<file path="src/rtl/sram_arbiter.sv">
// sram_arbiter: fixed-priority IF/MEM arbiter sequencing multi-cycle accesses to a single-port SRAM
module sram_arbiter #(
  parameter int WAIT_CYCLES = 1,
  parameter int ADDR_W      = 20
) (
  input  logic              clk,
  input  logic              rst,
  input  logic              if_req,
  input  logic [31:0]       if_addr,
  output logic [31:0]       if_rdata,
  output logic              if_ready,
  input  logic              mem_req,
  input  logic              mem_we,
  input  logic [3:0]        mem_be,
  input  logic [31:0]       mem_addr,
  input  logic [31:0]       mem_wdata,
  output logic [31:0]       mem_rdata,
  output logic              mem_ready,
  output logic [ADDR_W-1:0] sram_addr,
  output logic [31:0]       sram_wdata,
  input  logic [31:0]       sram_rdata,
  output logic              sram_ce_n,
  output logic              sram_oe_n,
  output logic              sram_we_n,
  output logic [3:0]        sram_be_n,
  output logic              stall_req
);
  typedef enum logic [1:0] {IDLE, IF_ACC, MEM_ACC, DONE} state_t;
  state_t     r_state;
  logic [3:0] r_cnt;
  logic       r_we;
  logic       r_mem;
  logic       w_wr;
  logic       w_unused;
  assign w_wr      = mem_req & mem_we;
  assign w_unused  = ^{if_addr[31:ADDR_W+2], if_addr[1:0], mem_addr[31:ADDR_W+2], mem_addr[1:0]};
  assign stall_req = rst & ((mem_req & ~mem_ready) | (if_req & ~if_ready));
  always_ff @(posedge clk or negedge rst) begin
    if (!rst) begin
      r_state    <= IDLE;
      r_cnt      <= 4'd0;
      r_we       <= 1'b0;
      r_mem      <= 1'b0;
      sram_addr  <= '0;
      sram_wdata <= 32'd0;
      sram_ce_n  <= 1'b1;
      sram_oe_n  <= 1'b1;
      sram_we_n  <= 1'b1;
      sram_be_n  <= 4'hF;
      if_rdata   <= 32'd0;
      mem_rdata  <= 32'd0;
      if_ready   <= 1'b0;
      mem_ready  <= 1'b0;
    end else begin
      if_ready  <= 1'b0;
      mem_ready <= 1'b0;
      case (r_state)
        IDLE: if (mem_req || if_req) begin
          r_state   <= mem_req ? MEM_ACC : IF_ACC;
          r_mem     <= mem_req;
          r_we      <= w_wr;
          r_cnt     <= 4'(WAIT_CYCLES);
          sram_addr <= mem_req ? mem_addr[ADDR_W+1:2] : if_addr[ADDR_W+1:2];
          sram_ce_n <= 1'b0;
          sram_oe_n <= w_wr;
          sram_we_n <= ~w_wr;
          sram_be_n <= w_wr ? ~mem_be : 4'h0;
          if (w_wr) sram_wdata <= mem_wdata;
        end
        IF_ACC, MEM_ACC: if (r_cnt != 4'd0) begin
          r_cnt     <= r_cnt - 4'd1;
          // the final access cycle releases we_n so address and data are held past the write
          sram_we_n <= ~(r_we && r_cnt != 4'd1);
        end else begin
          r_state   <= DONE;
          sram_ce_n <= 1'b1;
          sram_oe_n <= 1'b1;
          sram_we_n <= 1'b1;
          sram_be_n <= 4'hF;
          if_ready  <= ~r_mem;
          mem_ready <= r_mem;
          if (!r_we && r_mem) mem_rdata <= sram_rdata;
          if (!r_we && !r_mem) if_rdata <= sram_rdata;
        end
        default: r_state <= IDLE;
      endcase
    end
  end
endmodule

</file>
<file path="config.mk">
export PLATFORM = sky130hd
export DESIGN_NAME = sram_arbiter
export DESIGN_NICKNAME = d
export VERILOG_FILES = /design/src/rtl/sram_arbiter.sv
export SDC_FILE = /design/constraint.sdc
export NUM_CORES = 1
export LEC_CHECK = 0
export CORE_MARGIN = 2
export CORE_UTILIZATION = 45
export CTS_BUF_LIST = sky130_fd_sc_hd__clkbuf_2 sky130_fd_sc_hd__clkbuf_4 sky130_fd_sc_hd__clkbuf_8
export DETAILED_ROUTE_END_ITERATION = 10
export PLACE_DENSITY = 0.84
export SYNTH_ARGS = -nofsm -noshare
export SYNTH_HDL_FRONTEND = slang
export SYNTH_SLANG_ARGS = --single-unit
export TNS_END_PERCENT = 20
</file>
<file path="constraint.sdc">
create_clock -name clk -period 4.4 [get_ports clk]
set_input_delay 1.32 -clock clk [delete_from_list [all_inputs] [get_ports clk]]
set_output_delay 1.32 -clock clk [all_outputs]
set_load 0.005 [all_outputs]
</file>
# [Yosys cells after proc, flatten, opt, wreduce, memory -nomap -nowiden]
# Cells that the tools add are included.
[word_totals] register_bits=133 word_cells=75 input_bits=137 out_inout_bits=126
[classes] eq_ne=6 bitwise_logic=12 n_reduce_logical=18 n_addsub=1 mux=24
[op_table] cell="20-bit two-way mux" count=1
[op_table] cell="4-bit two-way mux" count=5
[op_table] cell="4-bit case mux with 2 select lines" count=2
[op_table] cell="3-bit AND reduction" count=5
[op_table] cell="1-bit two-way mux" count=9
[op_table] cell="2-bit two-way mux" count=3
[op_table] cell="2-bit inequality test, second input constant" count=3
[op_table] cell="1-bit NOT" count=6
[op_table] cell="1-bit case mux with 2 select lines" count=3
[op_table] cell="2-bit AND reduction" count=3
[op_table] cell="1-bit AND" count=4
[op_table] cell="4-bit by 1-bit inequality test with 1-bit output, second input constant" count=1
[op_table] cell="4-bit NOT" count=1
[op_table] cell="2-bit case mux with 2 select lines" count=1
[op_table] cell="4-bit nonzero test" count=1
[op_table] cell="4-bit by 1-bit subtractor with 4-bit output, second input constant" count=1
[op_table] cell="1-bit logical AND" count=3
[op_table] cell="2-bit by 1-bit equality test with 1-bit output, second input constant" count=1
[op_table] cell="2-bit equality test, second input constant" count=1
[op_table] cell="1-bit zero test" count=2
[op_table] cell="2-bit zero test" count=1
[op_table] cell="2-bit nonzero test" count=1
[op_table] cell="2-bit OR reduction" count=1
[op_table] cell="1-bit logical OR" count=1
[op_table] cell="1-bit OR" count=1

# [Depth between registers and ports, before layout]
# Gate-level depths: netlist of run 1.
[depth] depth_word=5 ltp_mapped=8 ltp_nobuf=6

# [Worst setup path after synthesis of run 1]
# No wires, ideal clock.
[synth_path] kind="input to output" from="input mem_req" to="output stall_req" stages=4 arrival_ns=1.755 required_time_ns=3.080 slack_ns=1.325 path_cell_list="buf_6 inv_1 o22ai_1 and2_1"
[synth_between] elab_chain_len=3
[synth_rtl] element="start: declaration" line="12" source="input logic mem_req,"
[synth_rtl] element="1-bit AND" line="37" source="assign stall_req = rst & ((mem_req & ~mem_ready) | (if_req & ~if_ready));"
[synth_rtl] element="1-bit OR" line="37"
[synth_rtl] element="1-bit AND" line="37"
[synth_rtl] element="end: declaration" line="26" source="output logic stall_req"
# No other way between the ends.

# [Final worst setup path of run 1]
[layout_path] from="input if_req" to="output stall_req"
[layout_between] elab_chain_len=3
[layout_rtl] element="start: declaration" line="8" source="input logic if_req,"
[layout_rtl] element="1-bit AND" line="37"
[layout_rtl] element="1-bit OR" line="37"
[layout_rtl] element="1-bit AND" line="37"
# No other way between the ends.

==> results of run 1 <==
==> how the worst max path moves through the flow <==
stage	endpoint	slack [ns]	cells past startpoint
after global routing	stall_req	0.32	5
after global placement	stall_req	0.35	5
after detailed placement	stall_req	0.36	5
final	stall_req	0.37	5
after floorplan	stall_req	1.32	4
after CTS	stall_req	0.36	5
==> registers in the layout, indices dropped and copies added (netlist names) <==
signal      cells
if_rdata       32
mem_rdata      32
sram_wdata     32
sram_addr      20
r_cnt           4
sram_be_n       4
r_state         2
if_ready        1
mem_ready       1
r_mem           1
r_we            1
sram_ce_n       1
sram_oe_n       1
sram_we_n       1
==> layout make-up <==
class,count,area [µm²]
Multi-Input combinational cell,223,1970
Sequential cell,133,3340
Inverter,7,26.3
Fill cell,833,3580
Clock inverter,4,70.1
Tap cell,147,184
Clock buffer,26,327
Timing Repair Buffer,244,2420
==> critical path: stages <==
cell             delay [ns]
clkdlybuf4s50_1        0.58
inv_1                  0.06
o22ai_1                0.11
and2_1                 0.14
clkdlybuf4s50_1        0.49
==> report_power, final <==
group / switching, mW / leakage (nW) / internal (mW)
Combinational: 0.932 / 1.77 / 1.67
Clock: 0.431 / 0.210 / 0.588
Sequential: 0.329 / 1.59 / 1.85
==> cells in the final DEF, fill, tap and decap left out, types with 8 or more instances in the layout <==
cell / instances
mux2_2: 95
o21ai_0: 26
clkdlybuf4s50_1: 237
a21oi_1: 9
nand2_1: 27
nor2_1: 8
mux2i_1: 20
dfrtp_1: 126
clkbuf_8: 21
==> per-stage QoR <==
| step | instance area (µm²) | power (mW) | instances | hold WS [ns] | setup WS [ns] |
|---|---|---|---|---|---|
| after global routing | 8330 | 6.17 | 784 | 0.507 | 0.318 |
| final | 8330 | 5.80 | 784 | 0.481 | 0.373 |
| after global placement | 7940 | 4.69 | 754 | 0.461 | 0.348 |
| after detailed placement | 7940 | 4.82 | 754 | 0.470 | 0.365 |
| after floorplan | 5450 | 3.27 | 381 | 0.473 | 1.32 |
| after CTS | 8330 | 5.86 | 784 | 0.486 | 0.361 |
==> per-layer routing <==
layer / GRT usage, % / vias to the layer above / wire (µm)
met5: 0 / - / 0
met2: 37.2 / 201 / 7060
li1: - / 1824 / -
met1: 24.1 / 1895 / 5020
met4: 11.6 / 0 / 468
met3: 8.55 / 31 / 1230
==> cells by family after synthesis <==
family | share of synthesized area [%]
fa+ha+maj | 1.38
compound gates | 4.68
simple gates | 5.12
mux | 24.8
flops | 61.2
buf+inv | 2.76
==> results.tsv, run 1 <==
stage	metric	value	unit
synth	most common flop cell mapped by yosys	dfrtp_1	
cts	number of H-tree levels	4	
synth	Post-synth EDFFs	0	
sta	setup_tns	0	ns
cts	post-CTS setup buffer count	0	
worst_setup_path	CP Data Required Time	3.08	ns
cts	clock root cell	clkbuf_8	
synth	area share of the largest cell type after synthesis	57.9	%
hold_path	Hold Crit Depth	2	
cts	CTS tree	yes	
place	Final HPWL DP	10200	µm
grt	first-pass GRT wire length	21700	µm
synth	synthesized area per cell	14.3	µm²
worst_setup_path	reg2reg end	mem_rdata[31]	
sta	Finish-stage setup viols	0	
worst_setup_path	Startpoint Class	input port	
drt	Routed WL per cell	17.6	µm
worst_setup_path	CP startpoint	if_req	
synth	count leader, synth	dfrtp_1	
hold_path	hold_sp	sram_addr[18]	
cts	CTS Hold Bufs	0	
power_and_ir_drop	Lkg Pwr	3.58	nW
grt	antenna violations before repair	0	
cts	number of CTS-inserted buffers	17	
sta	f_max	0.248	GHz
synth	sequential share of the synthesized area	61.2	%
hold_path	type of the worst min-delay path	reg -> reg	
drt	first-pass iteration count of the detailed router	4	
synth	Post-synth top cells	126 x dfrtp_1, 95 x mux2_2, 27 x nand2_1, 27 x o21ai_0, 20 x mux2i_1	
worst_setup_path	Reg2Reg Setup Slack	2.02	ns
sta	post-route minimum period	4.03	ns
cts	clk sinks	133	
floorplanning	IO Pins	263	
cts	clock buffer depth	2	
drt	post-DR vias/cell	5.04	
grt	Remaining Overflow, GRT	0	
synth	number of distinct library cells after synthesis	37	
worst_setup_path	Reg2Reg Launch Point	r_state[0]	
place	number of port buffers	238	
synth	Synth Instances	381	
floorplanning	die span in x	114	µm
sta	Final Hold Vio Count	0	
floorplanning	core area	11900	µm²
synth	ys async rst share	100	%
drt	DRC violations left	0	
sta	Slew Limit Fails	0	
hold_path	Endpoint, Worst Hold	sram_addr[18]	
floorplanning	Starting Density	45.7	%
worst_setup_path	CP Capture Type	primary output	
run_status	status	finished, final reports clean	
layout	Final Util	70.0	%
floorplanning	die area	13000	µm²
cts	Worst-path clk slew	0.07	ns
layout	share of cells above drive strength 1	23.9	%
place	GP Congestion	0.831	
layout	diode count	0	
layout	Final #Nets	769	
sta	RSZ-0062 raised after global routing	no	
synth	synth warn	0	
worst_setup_path	CP Class	in -> out	
cts	Clock Latency Late Sink	0.43	ns
synth	post-synthesis cell area	5450	µm²
grt	largest net degree at the start of global routing	73	
synth	top cells by area, synth	dfrtp_1 58%, mux2_2 20%, mux2i_1 3.7%, dfstp_2 3.4%, o21ai_0 2.5%	
sta	Clock Skew	0.00968	ns
worst_setup_path	Max FO, Critical Path	4	
sta	worst rel slew slack	39.6	%
drt	1st-iter DRT viols	146	
power_and_ir_drop	VDD IR max	0.360	mV
floorplanning	Die Span Y	114	µm
drt	final WL	13800	µm
grt	overall routing resource usage	22.1	%
sta	final worst-path cycle share	91.5	%
cts	post-CTS sizing	0	
sta	actual slew at the worst max-slew pin	0.906	ns
layout	area grow syn2layout	53.0	%
drt	vias	3951	
grt	vias in the first global route	4271	
worst_setup_path	CP arrival	2.71	ns
drt	Routed Antenna Nets	0	
synth	Yosys top cell by area	dfrtp_1	
floorplanning	row cnt	40	
synth	Syn Nets	524	
worst_setup_path	R2R cell count	6	
power_and_ir_drop	PwrDens	696	nW/µm²
synth	Yosys reg bits	133	
job	number of max-cap violations	0	
Note: power is estimated with default switching activity, not from simulation.
==> run 2: changes to the inputs <==
Settings changed: CORE_MARGIN 2 to unset, SLEW_MARGIN set to 20.
==> results.tsv, run 2 (synthesized netlist as in run 1, its figures left out) <==
stage	metric	value	unit	change
worst_setup_path	CP delay by family, top	buffers and inverters		
layout	Final #Nets	769		unchanged
power_and_ir_drop	switching pwr	1.65	mW	-2.7%
cts	clock buffer depth	2		unchanged
grt	overall routing resource usage	22.2	%	+0.16 points
cts	Clock Latency Late Sink	0.43	ns	about the same
job	number of max-cap violations	0		unchanged
worst_setup_path	CP dominant cell by count	clkdlybuf4s50_1		
cts	clk sinks	133		unchanged
drt	DRC violations left	15		+15
cts	post-CTS setup buffer count	0		unchanged
power_and_ir_drop	Reg power frac	39.1	%	+1.5 points
cts	CTS tree	yes		
power_and_ir_drop	Int Pwr	3.94	mW	-4.1%
power_and_ir_drop	Comb pwr share	46.4	%	+1.6 points
sta	actual slew at the worst max-slew pin	0.828	ns	-0.0780 ns
place	GP Congestion	0.807		-2.9%
power_and_ir_drop	clock share of power	14.5	%	-3.1 points
sta	Clock Skew	0.00739	ns	-0.00229 ns
layout	fillcell total	830		-0.36%
worst_setup_path	CP arrival	2.71	ns	about the same
worst_setup_path	critical path cell sequence	clkdlybuf4s50_1 > inv_1 > o22ai_1 > and2_1 > clkdlybuf4s50_1		
drt	first-pass iteration count of the detailed router	9		+5
layout	most common cell after layout, fill and taps aside	clkdlybuf4s50_1		
floorplanning	IO Pins	263		unchanged
worst_setup_path	Critical Path Max Stage Delay	0.59	ns	about the same
cts	Worst-path clk slew	0.06	ns	about the same
power_and_ir_drop	switch share	29.5	%	+0.32 points
place	number of port buffers	238		unchanged
floorplanning	die span in x	112	µm	-1.8%
power_and_ir_drop	VDD IR max	0.379	mV	+5.3%
grt	Remaining Overflow, GRT	0		unchanged
sta	RSZ-0062 raised after global routing	no		
worst_setup_path	Reg2Reg Setup Slack	2.00	ns	-0.02 ns
run_status	failing checks	design-rule violations		
layout	Regs by FF count	if_rdata: 32 flops, mem_rdata: 32 flops, sram_wdata: 32 flops		
place	Final HPWL DP	9920	µm	-2.5%
sta	final hold slack	0.479	ns	-0.00120 ns
floorplanning	Starting Density	46.9	%	+1.2 points
worst_setup_path	Startpoint Class	input port		
cts	clock root cell	clkbuf_8		
drt	Routed Antenna Nets	0		unchanged
cts	CTS Hold Bufs	0		unchanged
drt	final WL	13200	µm	-4.3%
floorplanning	row cnt	39		-2.5%
grt	antenna violations before repair	0		unchanged
grt	vias in the first global route	4291		+0.47%
power_and_ir_drop	PwrDens	678	nW/µm²	-2.5%
cts	number of H-tree levels	4		unchanged
layout	most frequent cells in the layout	237 x clkdlybuf4s50_1, 126 x dfrtp_1, 95 x mux2_2		
drt	post-DR vias/cell	5.11		+1.4%
layout	area grow syn2layout	51.1	%	
run_status	status	finished with violations		
worst_setup_path	CP Capture Type	primary output		
grt	first-pass GRT wire length	21200	µm	-2.5%
power_and_ir_drop	Lkg Pwr	3.53	nW	-1.4%
cts	post-CTS sizing	0		unchanged
sta	post-route minimum period	4.03	ns	+0.000507 ns
floorplanning	core area	11600	µm²	-2.5%
sta	final worst-path cycle share	91.5	%	about the same
worst_setup_path	number of buffers and inverters on the critical path	3		unchanged
layout	diode count	0		unchanged
sta	setup_tns	0	ns	unchanged
grt	largest net degree at the start of global routing	84		+15%
sta	worst rel slew slack	44.6	%	+5.0 points
sta	Final Hold Vio Count	0		unchanged
worst_setup_path	CP Class	in -> out		
sta	f_max	0.248	GHz	about the same
cts	number of CTS-inserted buffers	17		unchanged
worst_setup_path	CP Data Required Time	3.08	ns	about the same
drt	1st-iter DRT viols	170		+16%
sta	Slew Limit Fails	0		unchanged
worst_setup_path	slowest library cell on the worst path	clkdlybuf4s50_1		
floorplanning	die area	12600	µm²	-3.5%
hold_path	type of the worst min-delay path	reg -> reg		
floorplanning	Die Span Y	112	µm	-1.8%
drt	vias	3954		+0.076%
layout	share of cells above drive strength 1	23.1	%	-0.72 points
worst_setup_path	Max FO, Critical Path	4		unchanged
sta	Finish-stage setup viols	0		unchanged
drt	Routed WL per cell	17.0	µm	-3.0%
[run 2: cell count changes in the layout (fill, tap and decap cells not counted), sizes merged]
cell | previous run | this run
clkbuf | 26 | 23
bufinv | 2 | 0
clkinv | 2 | 1
[run 2: metrics by stage]
stage	total power [mW]	setup WS, ns	area (µm²)	std cells	utilization [%]
floorplan	3.27	1.32	5450	381	-
global route	5.93	0.314	8230	774	70.9
finish	5.58	0.372	8230	774	70.9
CTS	5.65	0.370	8230	774	70.9
detailed placement	4.81	0.365	7930	750	68.3
global placement	4.69	0.363	7930	750	68.3
[run 2: final timing paths]
kind,from,to,depth (start not counted)
min,sram_addr[12],sram_addr[12],2
min in group asynchronous,rst,r_state[1],2
max,if_req,stall_req,5
max in group asynchronous,rst,sram_wdata[24],3
max reg2reg,r_state[1],mem_rdata[31],6
min reg2reg,sram_addr[12],sram_addr[12],2
[run 2: worst min-delay path: cells and delay by family, from the launching register on]
family / cells / cell delay [ns]
AND/OR/NAND/NOR: 1 / 0.05
flip-flops: 1 / 0.34
AO/OA/AOI/OAI: 1 / 0.06
[run 2: power groups by stage]
stage / combinational, mW / clock (mW) / sequential (mW)
2_1_floorplan: 1.06 / 0 / 2.21
3_3_place_gp: 2.53 / 0 / 2.16
3_5_place_dp: 2.61 / 0 / 2.20
4_1_cts: 2.62 / 0.843 / 2.19
5_1_grt: 2.77 / 0.894 / 2.27
6_report: 2.59 / 0.809 / 2.18
[run 2: per-layer routing]
metal	GRT usage [%]	up-vias	routed length [µm]
met5	0	-	0
li1	-	1826	-
met4	10.5	0	286
met1	23.1	1921	4880
met3	9.29	21	1320
met2	39.0	186	6710
[run 2: area by class of cell]
cell class	count	area (µm²)	share of cell area (%)
Clock inverter	1	5.00	0.0608
Multi-Input combinational cell	223	1970	23.9
Tap cell	143	179	2.17
Inverter	7	26.3	0.319
Timing Repair Buffer	244	2430	29.5
Clock buffer	23	292	3.54
Sequential cell	133	3340	40.5
==> run 3: changes to the inputs <==
Settings changed: CORE_UTILIZATION 45 to 47, DONT_BUFFER_PORTS set to 1, HOLD_SLACK_MARGIN set to 0.03, PLACE_DENSITY 0.84 to 0.74.
==> results.tsv, run 3 (synthesized netlist as in run 1, its figures left out) <==
stage	metric	value	unit	change
run_status	status	finished, final reports clean		
worst_setup_path	CP Capture Type	primary output		
place	number of port buffers	0		-100%
floorplanning	Starting Density	49.2	%	+2.3 points
layout	Post-Layout Cell Count	539		-30%
grt	antenna violations before repair	1		+1
worst_setup_path	CP Data Required Time	3.08	ns	about the same
cts	CTS tree	yes		
sta	Finish-stage setup viols	0		unchanged
sta	Final Hold Vio Count	0		unchanged
layout	Storage cell area	3340	µm²	unchanged
power_and_ir_drop	clock share of power	21.9	%	+7.4 points
cts	clk sinks	133		unchanged
drt	vias	3041		-23%
drt	Routed WL per cell	20.1	µm	+18%
cts	clock root cell	clkbuf_8		
power_and_ir_drop	Int Pwr	3.06	mW	-22%
worst_setup_path	Max FO, Critical Path	27		+23
worst_setup_path	Reg2Reg Launch Point	r_state[1]		
drt	first-pass iteration count of the detailed router	5		-4
layout	area grow syn2layout	8.91	%	
worst_setup_path	Startpoint Class	input port		
grt	first-pass GRT wire length	15600	µm	-26%
power_and_ir_drop	PwrDens	767	nW/µm²	+13%
cts	Worst-path clk slew	0.07	ns	about the same
cts	Clock Latency Late Sink	0.43	ns	about the same
place	GP Congestion	0.800		-0.78%
drt	final WL	10800	µm	-18%
layout	Final #Nets	528		-31%
cts	number of H-tree levels	4		unchanged
drt	post-DR vias/cell	5.64		+10%
power_and_ir_drop	Reg power frac	51.9	%	+13 points
drt	1st-iter DRT viols	284		+67%
worst_setup_path	R2R cell count	6		unchanged
sta	f_max	0.334	GHz	+34%
sta	actual slew at the worst max-slew pin	0.776	ns	-0.0514 ns
floorplanning	die span in x	110	µm	-2.1%
layout	fillcell total	914		+10%
layout	Multi-input gate area	1970	µm²	+0.38%
sta	Slew Limit Fails	0		unchanged
worst_setup_path	Critical Path Max Stage Delay	0.16	ns	-0.43 ns
hold_path	type of the worst min-delay path	reg -> reg		
power_and_ir_drop	Final Power	4.55	mW	-18%
grt	largest net degree at the start of global routing	135		+61%
floorplanning	core area	11100	µm²	-4.6%
layout	share of cells above drive strength 1	37.7	%	+15 points
drt	DRC violations left	0		-15
power_and_ir_drop	Comb pwr share	26.1	%	-20 points
hold_path	hold_sp	sram_addr[8]		
place	placed instance count	506		-33%
grt	Remaining Overflow, GRT	0		unchanged
cts	clock buffer depth	2		unchanged
floorplanning	IO Pins	263		unchanged
layout	most frequent cells in the layout	126 x dfrtp_1, 95 x mux2_2, 27 x nand2_1		
sta	setup_tns	0	ns	unchanged
floorplanning	row cnt	38		-2.6%
sta	Clock Skew	0.00638	ns	-0.00102 ns
drt	Routed Antenna Nets	0		unchanged
worst_setup_path	Reg2Reg Setup Slack	2.10	ns	+0.10 ns
cts	CTS Hold Bufs	0		unchanged
cts	post-CTS setup buffer count	0		unchanged
hold_path	Endpoint, Worst Hold	sram_addr[8]		
hold_path	Hold Crit Depth	2		unchanged
sta	post-route minimum period	2.99	ns	-1.03 ns
job	number of max-cap violations	0		unchanged
power_and_ir_drop	switch share	32.9	%	+3.4 points
layout	Regs by FF count	if_rdata: 32 flops, mem_rdata: 32 flops, sram_wdata: 32 flops		
cts	post-CTS sizing	0		unchanged
grt	overall routing resource usage	18.0	%	-4.2 points
floorplanning	Die Span Y	110	µm	-2.1%
layout	most common cell after layout, fill and taps aside	dfrtp_1		
power_and_ir_drop	switching pwr	1.50	mW	-9.1%
sta	RSZ-0062 raised after global routing	no		
place	Final HPWL DP	7760	µm	-22%
power_and_ir_drop	Lkg Pwr	2.63	nW	-25%
sta	worst rel slew slack	48.1	%	+3.4 points
worst_setup_path	slowest library cell on the worst path	and2_1		
worst_setup_path	critical path cell sequence	inv_1 > o22ai_1 > and2_1		
worst_setup_path	reg2reg end	mem_rdata[31]		
worst_setup_path	CP Class	in -> out		
floorplanning	die area	12000	µm²	-4.2%
sta	final worst-path cycle share	68.1	%	-23 points
grt	vias in the first global route	3022		-30%
worst_setup_path	CP arrival	1.67	ns	-1.04 ns
power_and_ir_drop	VDD IR max	0.429	mV	+13%
sta	final hold slack	0.515	ns	+0.0357 ns
cts	number of CTS-inserted buffers	17		unchanged
run 3: worst max-delay path by stage:
stage | cells after the start | from | end | slack (ns)
after CTS | 3 | mem_req | stall_req | 1.42
after global routing | 3 | mem_req | stall_req | 1.38
after detailed placement | 3 | mem_req | stall_req | 1.42
after floorplan | 4 | mem_req | stall_req | 1.32
after global placement | 3 | mem_req | stall_req | 1.42
final | 3 | mem_req | stall_req | 1.41
run 3: area by class of cell:
class	count	area share [%]
diodes	1	0.0422
clock buffers	20	4.53
clock inverters	12	2.17
inverters	7	0.443
multi-input cells	223	33.2
flip-flops and latches	133	56.2
well taps	140	2.95
repair buffers	3	0.380
run 3: power by group through the flow:
stage / registers [mW] / logic [mW] / clock network (mW)
2_1_floorplan: 2.21 / 1.06 / 0
3_3_place_gp: 2.37 / 1.13 / 0
3_5_place_dp: 2.39 / 1.20 / 0
4_1_cts: 2.38 / 1.20 / 1.03
5_1_grt: 2.46 / 1.32 / 1.08
6_report: 2.36 / 1.19 / 0.998
run 3: worst max-delay path, delay by kind of cell:
kind | cells | cell delay (ns)
AOI/OAI and AO/OA | 1 | 0.14
buffers and inverters | 1 | 0.04
and+or+nand+nor | 1 | 0.16
run 3: per-layer routing:
layer | track usage, % | share of wire [%] | vias to the layer above
met3 | 8.83 | 12 | 18
met4 | 9.71 | 1.9 | 0
li1 | - | - | 1351
met2 | 30.7 | 52 | 189
met1 | 18.0 | 34 | 1483
met5 | 0 | 0 | -
run 3: through the flow:
stage                     area [µm²]  utilization [%]  setup WS, ns
after floorplan                 5450                -          1.32
after global placement          5530             49.9          1.42
after detailed placement        5530             49.9          1.42
after CTS                       5920             53.5          1.42
after global routing            5930             53.5          1.38
final                           5930             53.6          1.41
